===== src/rtl/axi_lite_csr_slave.sv =====
// AXI-Lite slave terminating all five channels into a bank of NUM_REGS CSRs.
// RW registers are byte-strobe writable; RO registers read back hw_status.
module axi_lite_csr_slave #(
  parameter int unsigned ADDR_WIDTH = 32,
  parameter int unsigned DATA_WIDTH = 32,
  parameter int unsigned NUM_REGS   = 16,
  parameter logic [NUM_REGS-1:0]            RO_MASK   = '0,
  parameter logic [NUM_REGS*DATA_WIDTH-1:0] RESET_VAL = '0
) (
  input  logic                           clk,
  input  logic                           rst_n,
  input  logic [ADDR_WIDTH-1:0]          awaddr,
  input  logic                           awvalid,
  output logic                           awready,
  input  logic [DATA_WIDTH-1:0]          wdata,
  input  logic [DATA_WIDTH/8-1:0]        wstrb,
  input  logic                           wvalid,
  output logic                           wready,
  output logic [1:0]                     bresp,
  output logic                           bvalid,
  input  logic                           bready,
  input  logic [ADDR_WIDTH-1:0]          araddr,
  input  logic                           arvalid,
  output logic                           arready,
  output logic [DATA_WIDTH-1:0]          rdata,
  output logic [1:0]                     rresp,
  output logic                           rvalid,
  input  logic                           rready,
  output logic [NUM_REGS*DATA_WIDTH-1:0] reg_out,
  input  logic [NUM_REGS*DATA_WIDTH-1:0] hw_status,
  output logic [NUM_REGS-1:0]            wr_pulse
);

  localparam int unsigned BYTES = DATA_WIDTH / 8;
  localparam int unsigned OFFS  = $clog2(BYTES);
  localparam logic [1:0]  OKAY   = 2'b00;
  localparam logic [1:0]  SLVERR = 2'b10;

  logic                           awFull_q, wFull_q;
  logic [ADDR_WIDTH-1:0]          awAddr_q;
  logic [DATA_WIDTH-1:0]          wData_q;
  logic [BYTES-1:0]               wStrb_q;
  logic                           bvalid_q;
  logic [1:0]                     bresp_q, bresp_d;
  logic                           rvalid_q;
  logic [1:0]                     rresp_q, rresp_d;
  logic [DATA_WIDTH-1:0]          rdata_q, rdata_d;
  logic [NUM_REGS*DATA_WIDTH-1:0] regs_q, regs_d;
  logic [NUM_REGS-1:0]            wrPulse_q, wrPulse_d;
  logic                           commit;
  logic [ADDR_WIDTH-1:0]          wrIdx, rdIdx;
  logic                           wrInRange, rdInRange;

  assign awready  = !awFull_q;
  assign wready   = !wFull_q;
  assign arready  = !rvalid_q;
  assign bvalid   = bvalid_q;
  assign bresp    = bresp_q;
  assign rvalid   = rvalid_q;
  assign rresp    = rresp_q;
  assign rdata    = rdata_q;
  assign reg_out  = regs_q;
  assign wr_pulse = wrPulse_q;

  // A held write may only commit once the previous response has been taken.
  assign commit    = awFull_q && wFull_q && !bvalid_q;
  assign wrIdx     = awAddr_q >> OFFS;
  assign rdIdx     = araddr >> OFFS;
  assign wrInRange = wrIdx < ADDR_WIDTH'(NUM_REGS);
  assign rdInRange = rdIdx < ADDR_WIDTH'(NUM_REGS);

  always_comb begin
    regs_d    = regs_q;
    wrPulse_d = '0;
    bresp_d   = bresp_q;
    if (commit) begin
      bresp_d = wrInRange ? OKAY : SLVERR;
      for (int i = 0; i < NUM_REGS; i++) begin
        if (wrIdx == ADDR_WIDTH'(i)) begin
          wrPulse_d[i] = 1'b1;
          if (!RO_MASK[i]) begin
            for (int b = 0; b < BYTES; b++) begin
              if (wStrb_q[b]) begin
                regs_d[i*DATA_WIDTH + b*8 +: 8] = wData_q[b*8 +: 8];
              end
            end
          end
        end
      end
    end
  end

  always_comb begin
    rdata_d = '0;
    rresp_d = rdInRange ? OKAY : SLVERR;
    for (int i = 0; i < NUM_REGS; i++) begin
      if (rdIdx == ADDR_WIDTH'(i)) begin
        rdata_d = RO_MASK[i] ? hw_status[i*DATA_WIDTH +: DATA_WIDTH]
                             : regs_q[i*DATA_WIDTH +: DATA_WIDTH];
      end
    end
  end

  // RO slots are never written, so they are held at zero in reg_out.
  always_ff @(posedge clk or negedge rst_n) begin
    if (!rst_n) begin
      awFull_q  <= 1'b0;
      wFull_q   <= 1'b0;
      awAddr_q  <= '0;
      wData_q   <= '0;
      wStrb_q   <= '0;
      bvalid_q  <= 1'b0;
      bresp_q   <= OKAY;
      rvalid_q  <= 1'b0;
      rresp_q   <= OKAY;
      rdata_q   <= '0;
      wrPulse_q <= '0;
      for (int i = 0; i < NUM_REGS; i++) begin
        regs_q[i*DATA_WIDTH +: DATA_WIDTH] <= RO_MASK[i] ? '0 : RESET_VAL[i*DATA_WIDTH +: DATA_WIDTH];
      end
    end else begin
      regs_q    <= regs_d;
      wrPulse_q <= wrPulse_d;
      bresp_q   <= bresp_d;
      if (commit) begin
        awFull_q <= 1'b0;
        wFull_q  <= 1'b0;
      end else begin
        if (awvalid && !awFull_q) begin
          awFull_q <= 1'b1;
          awAddr_q <= awaddr;
        end
        if (wvalid && !wFull_q) begin
          wFull_q <= 1'b1;
          wData_q <= wdata;
          wStrb_q <= wstrb;
        end
      end
      if (commit) begin
        bvalid_q <= 1'b1;
      end else if (bvalid_q && bready) begin
        bvalid_q <= 1'b0;
      end
      if (arvalid && !rvalid_q) begin
        rvalid_q <= 1'b1;
        rdata_q  <= rdata_d;
        rresp_q  <= rresp_d;
      end else if (rvalid_q && rready) begin
        rvalid_q <= 1'b0;
      end
    end
  end

endmodule


===== config.mk =====
export PLATFORM = sky130hd
export DESIGN_NAME = axi_lite_csr_slave
export DESIGN_NICKNAME = d
export VERILOG_FILES = /design/src/rtl/axi_lite_csr_slave.sv
export SDC_FILE = /design/constraint.sdc
export NUM_CORES = 1
export LEC_CHECK = 0
export CORE_AREA = 3 3 468 470
export DETAILED_ROUTE_END_ITERATION = 12
export DIE_AREA = 0 0 471 473
export RECOVER_POWER = 50
export SLEW_MARGIN = 20
export SYNTH_ARGS = -nofsm -noshare
export SYNTH_HDL_FRONTEND = slang
export SYNTH_SLANG_ARGS = --single-unit

===== constraint.sdc =====
create_clock -name clk -period 3.8 [get_ports clk]
set_input_delay 0.76 -clock clk [delete_from_list [all_inputs] [get_ports clk]]
set_output_delay 0.76 -clock clk [all_outputs]
set_load 0.1 [all_outputs]

==> flow_metrics.py <==
metrics = {
    "worst_setup_path": {
        "worst_setup_path_end_kind": "flop",
        "rr_worst_depth": 9,
        "rrSetupSlack_ns": 0.47,
        "cp_num_cells": 11,
        "timing.critical_path.max_delay_family": "simple AND/OR/NAND/NOR gates",
        "worst_path_largest_cell_delay_ns": 1.06,
        "critPathMostFrequentCell": "sky130_fd_sc_hd__buf_4",
        "required_time_at_the_endpoint_of_the_critical_path_ns": 4.43,
        "library_cell_contributing_the_largest_single_delay_on_the_critical_path": "sky130_fd_sc_hd__nor3_1",
        "worstSetupEndpoint": "rdata[6]",
        "crit_chain": "clkdlybuf4s50_1 > buf_4 > nor4_4 > buf_12 > nand2_1 > nor3_1 > buf_4 > a221oi_1 > nor4_2 > buf_4 > o31a_1",
        "critical_path_arrival_ns": 4.42,
        "cp_num_buf_inv": 5,
        "r2r_start": "awAddr_q[27]",
        "critical_path.startpoint": "araddr[6]",
        "critical_path.startpoint_type": "input pin",
        "reg2reg_to": "reg_out[405]",
        "worst-setup-path-type": "in -> reg",
        "path_max_fanout": 14,
    },
    "global_routing": {
        "antenna_violations_before_repair": 38,
        "grt_util_all_layers_pct": 16.6,
        "vias_in_the_first_global_route": 25100,
        "grt_max_degree": 73,
        "globalRouteOverflowTotal": 0,
        "wire_length_of_the_first_global_routing_pass_microns": 249000,
    },
    "pwr": {
        "power_frac_comb_pct": 18.1,
        "power_switching_share_pct": 35.8,
        "leakage_nw": 19.4,
        "internal_power_mw": 12.7,
        "maximum_vdd_ir_drop_uv": 493,
        "total_switching_power_mw": 7.08,
        "powerDensity_nw_per_um2": 470,
        "share_seq_of_total_power_pct": 41.4,
        "clkPwrFrac_pct": 40.4,
    },
    "synthesis": {
        "sequential_fraction_of_the_synthesis_area_pct": 55.9,
        "synthTopCellsByArea": "sky130_fd_sc_hd__dfrtp_1 (56%), sky130_fd_sc_hd__mux2_2 (23%), sky130_fd_sc_hd__nand2_1 (1.7%), sky130_fd_sc_hd__nor2_1 (1.4%), sky130_fd_sc_hd__a21oi_1 (1.4%)",
        "count_of_flip_flops_with_a_built_in_enable_after_synthesis": 0,
        "synth.lib_cells_used.distinct": 76,
        "synth.ff_latch_count": 632,
        "synth_top_flop_cell": "sky130_fd_sc_hd__dfrtp_1",
        "biggest_area_consumer_among_synthesized_cells": "sky130_fd_sc_hd__dfrtp_1",
        "syn-instance-count": 2174,
        "mappedNetlistArea_sq_um": 28300,
        "postSynth.asyncResetShare_pct": 100,
        "synthDominantCellAreaShare_pct": 55.9,
        "ys_top_cells_by_count": "sky130_fd_sc_hd__dfrtp_1 (632), sky130_fd_sc_hd__mux2_2 (587), sky130_fd_sc_hd__nand2_1 (126)",
        "yosys.cell_count.top_type": "sky130_fd_sc_hd__dfrtp_1",
        "postSynthAreaPerCell_sq_um": 13.0,
        "synth.yosys.warnings": 0,
    },
    "routing": {
        "antenna_left": 0,
        "drt-initial-drc-count": 2367,
        "routed_via_density": 4.10,
        "drt-pass1-iter-count": 5,
        "drt-wirelength-per-cell_microns": 31.4,
        "finalWirelength_microns": 192000,
        "route.vias.total": 25100,
        "drcViolationCount": 0,
    },
    "timing": {
        "max_freq_mhz": 264,
        "clock_tree_skew_after_final_layout_ns": 0.0373,
        "relSlewSlack_pct": -68.8,
        "timing_hold_violations_final": 0,
        "worst_slew_pin_slew_ns": 2.53,
        "grt_setup_unrepaired": "no",
        "timing.hold.ws_ns": 0.507,
        "finalSetupViolations": 0,
        "finalWorstPathRequiredPeriod_ns": 3.79,
        "timing.final.crit_share_pct": 99.8,
        "setup_total_negative_slack_ns": 0,
        "timing.final.max_slew_violations": 109,
    },
    "run_status": {
        "violations": "max-capacitance violations, max-slew violations",
        "outcome": "finished with violations",
    },
    "worst_hold_path": {
        "holdCritPathClass": "reg -> reg",
    },
    "cts": {
        "clock_tree.buffer_depth": 3,
        "clock_tree_from_tritoncts": "done",
        "cts_setup_buffers": 0,
        "post_cts_hold_buffer_count": 0,
        "clock_insertion_delay_worst_skew_ns": 0.70,
        "number_of_buffers_added_by_the_clock_tree_synthesis_step": 77,
        "clock_tree.htree_level_count": 3,
        "cts_num_sinks": 632,
        "clock_tree.root_cell": "sky130_fd_sc_hd__clkbuf_16",
        "cts_resized": 0,
        "cts.reportedPaths.clkPinSlew_ns": 0.06,
    },
    "final_layout": {
        "final-seq-area_sq_um": 15800,
        "multiInputGateArea_sq_um": 12000,
        "areaGrowthSynthToFinish_pct": 48.7,
        "filler_cell_count": 23500,
        "drive_gt1_share_pct": 46.4,
        "design.final.nets": 3804,
    },
    "floorplanning": {
        "io_pins": 1188,
        "die_width_microns": 471,
        "core_sq_um": 215000,
        "start_util_pct": 13.2,
        "rows": 170,
        "die_extent_in_y_microns": 473,
        "overall_die_area_sq_um": 223000,
    },
    "place": {
        "routabilityCongestion": 0.889,
        "detailedPlacementHpwl_microns": 158000,
        "placement.io_buffers": 669,
    },
    "flow_run": {
        "max_cap_viol_count": 3,
    },
}
power groups by stage:
| stage | Sequential (mW) | Clock [mW] | Combinational (mW) |
|---|---|---|---|
| 2_1_floorplan | 7.94 | 0 | 1.35 |
| 3_3_place_gp | 8.29 | 0 | 3.65 |
| 3_5_place_dp | 8.32 | 0 | 3.70 |
| 4_1_cts | 8.19 | 8.19 | 3.71 |
| 5_1_grt | 8.27 | 8.46 | 3.79 |
| 6_report | 8.19 | 7.99 | 3.59 |
cell type report:
class / count / area share [%]
timing repair buffer: 1050 / 18.6
clock inverter: 30 / 1.15
tap: 2838 / 8.44
multi-input combinational: 1415 / 28.6
antenna: 29 / 0.173
clock buffer: 106 / 5.32
sequential: 632 / 37.6
inverter: 9 / 0.0803
layout by cell type (no fill, tap or decap), types with 22 or more instances in the layout:
cell type and n:
sky130_fd_sc_hd__buf_4 676, sky130_fd_sc_hd__clkbuf_1 219, sky130_fd_sc_hd__clkdlybuf4s50_1 116, sky130_fd_sc_hd__mux2_2 587, sky130_fd_sc_hd__nand2_1 126, sky130_fd_sc_hd__o22ai_1 22
sky130_fd_sc_hd__a221oi_1 32, sky130_fd_sc_hd__dfrtp_1 625, sky130_fd_sc_hd__diode_2 29, sky130_fd_sc_hd__nor2_1 101, sky130_fd_sc_hd__buf_12 36, sky130_fd_sc_hd__o21ai_0 65
sky130_fd_sc_hd__a22oi_1 31, sky130_fd_sc_hd__a21oi_1 77, sky130_fd_sc_hd__nor3_1 25, sky130_fd_sc_hd__clkbuf_16 78
cell families (layout without fill, tap and decap cells):
kind of cell / after synthesis / after routing / synth area share (%)
DFF: 632 / 632 / 55.9
and+or+nand+nor: 385 / 385 / 6.89
buffers and inverters: 128 / 1195 / 1.75
other: 1 / 31 / 0.0133
muxes: 627 / 627 / 25.2
AOI/OAI and AO/OA: 401 / 401 / 10.2
per-layer routing:
metal,routed length (microns),track usage (%),part of all wire [%],up-vias
li1,-,-,-,10300
met1,85900,22.6,45,13100
met2,81000,24.8,42,1439
met3,17900,5.28,9.3,264
met4,7040,5.52,3.7,2
met5,13,0,0.0068,-
registers in the layout, summed over array words and instances (netlist names):
| name | flops |
|---|---|
| awAddr_q | 30 |
| awFull_q | 1 |
| bresp | 1 |
| bvalid | 1 |
| rdata | 32 |
| reg_out | 512 |
| rresp | 1 |
| rvalid | 1 |
| wData_q | 32 |
| wFull_q | 1 |
| wStrb_q | 4 |
| wr_pulse | 16 |
worst reg2reg max path: cells and delay by family, from the launching register on:
family	cells	cell delay [ns]
buf+inv	2	0.39
flops	1	0.39
mux	1	0.51
simple gates	6	1.89
per-stage QoR:
stage / utilization (%) / instance area (sq um) / setup WS, ns / power, mW / std cells
6_report: 19.6 / 42100 / 0.00875 / 19.8 / 6109
5_1_grt: 19.5 / 42000 / 0.0579 / 20.5 / 6081
4_1_cts: 19.9 / 42800 / 0.247 / 20.1 / 6080
3_5_place_dp: 18.7 / 40100 / -0.493 / 12.0 / 5944
3_3_place_gp: 18.7 / 40100 / -0.507 / 11.9 / 5944
2_1_floorplan: - / 28300 / 0.788 / 9.29 / 2175
how the worst min path moves through the flow:
stage | startpoint | endpoint | cells after the start | slack (ns)
2_1_floorplan | rst_n | awAddr_q[10] | 0 | 0.46
3_3_place_gp | awAddr_q[22] | awAddr_q[22] | 1 | 0.49
3_5_place_dp | awAddr_q[22] | awAddr_q[22] | 1 | 0.50
4_1_cts | rst_n | wData_q[7] | 1 | 0.06
5_1_grt | awAddr_q[22] | awAddr_q[22] | 1 | 0.52
6_report | awAddr_q[18] | awAddr_q[18] | 1 | 0.51
No activity file was read; power rests on OpenSTA's default activity.
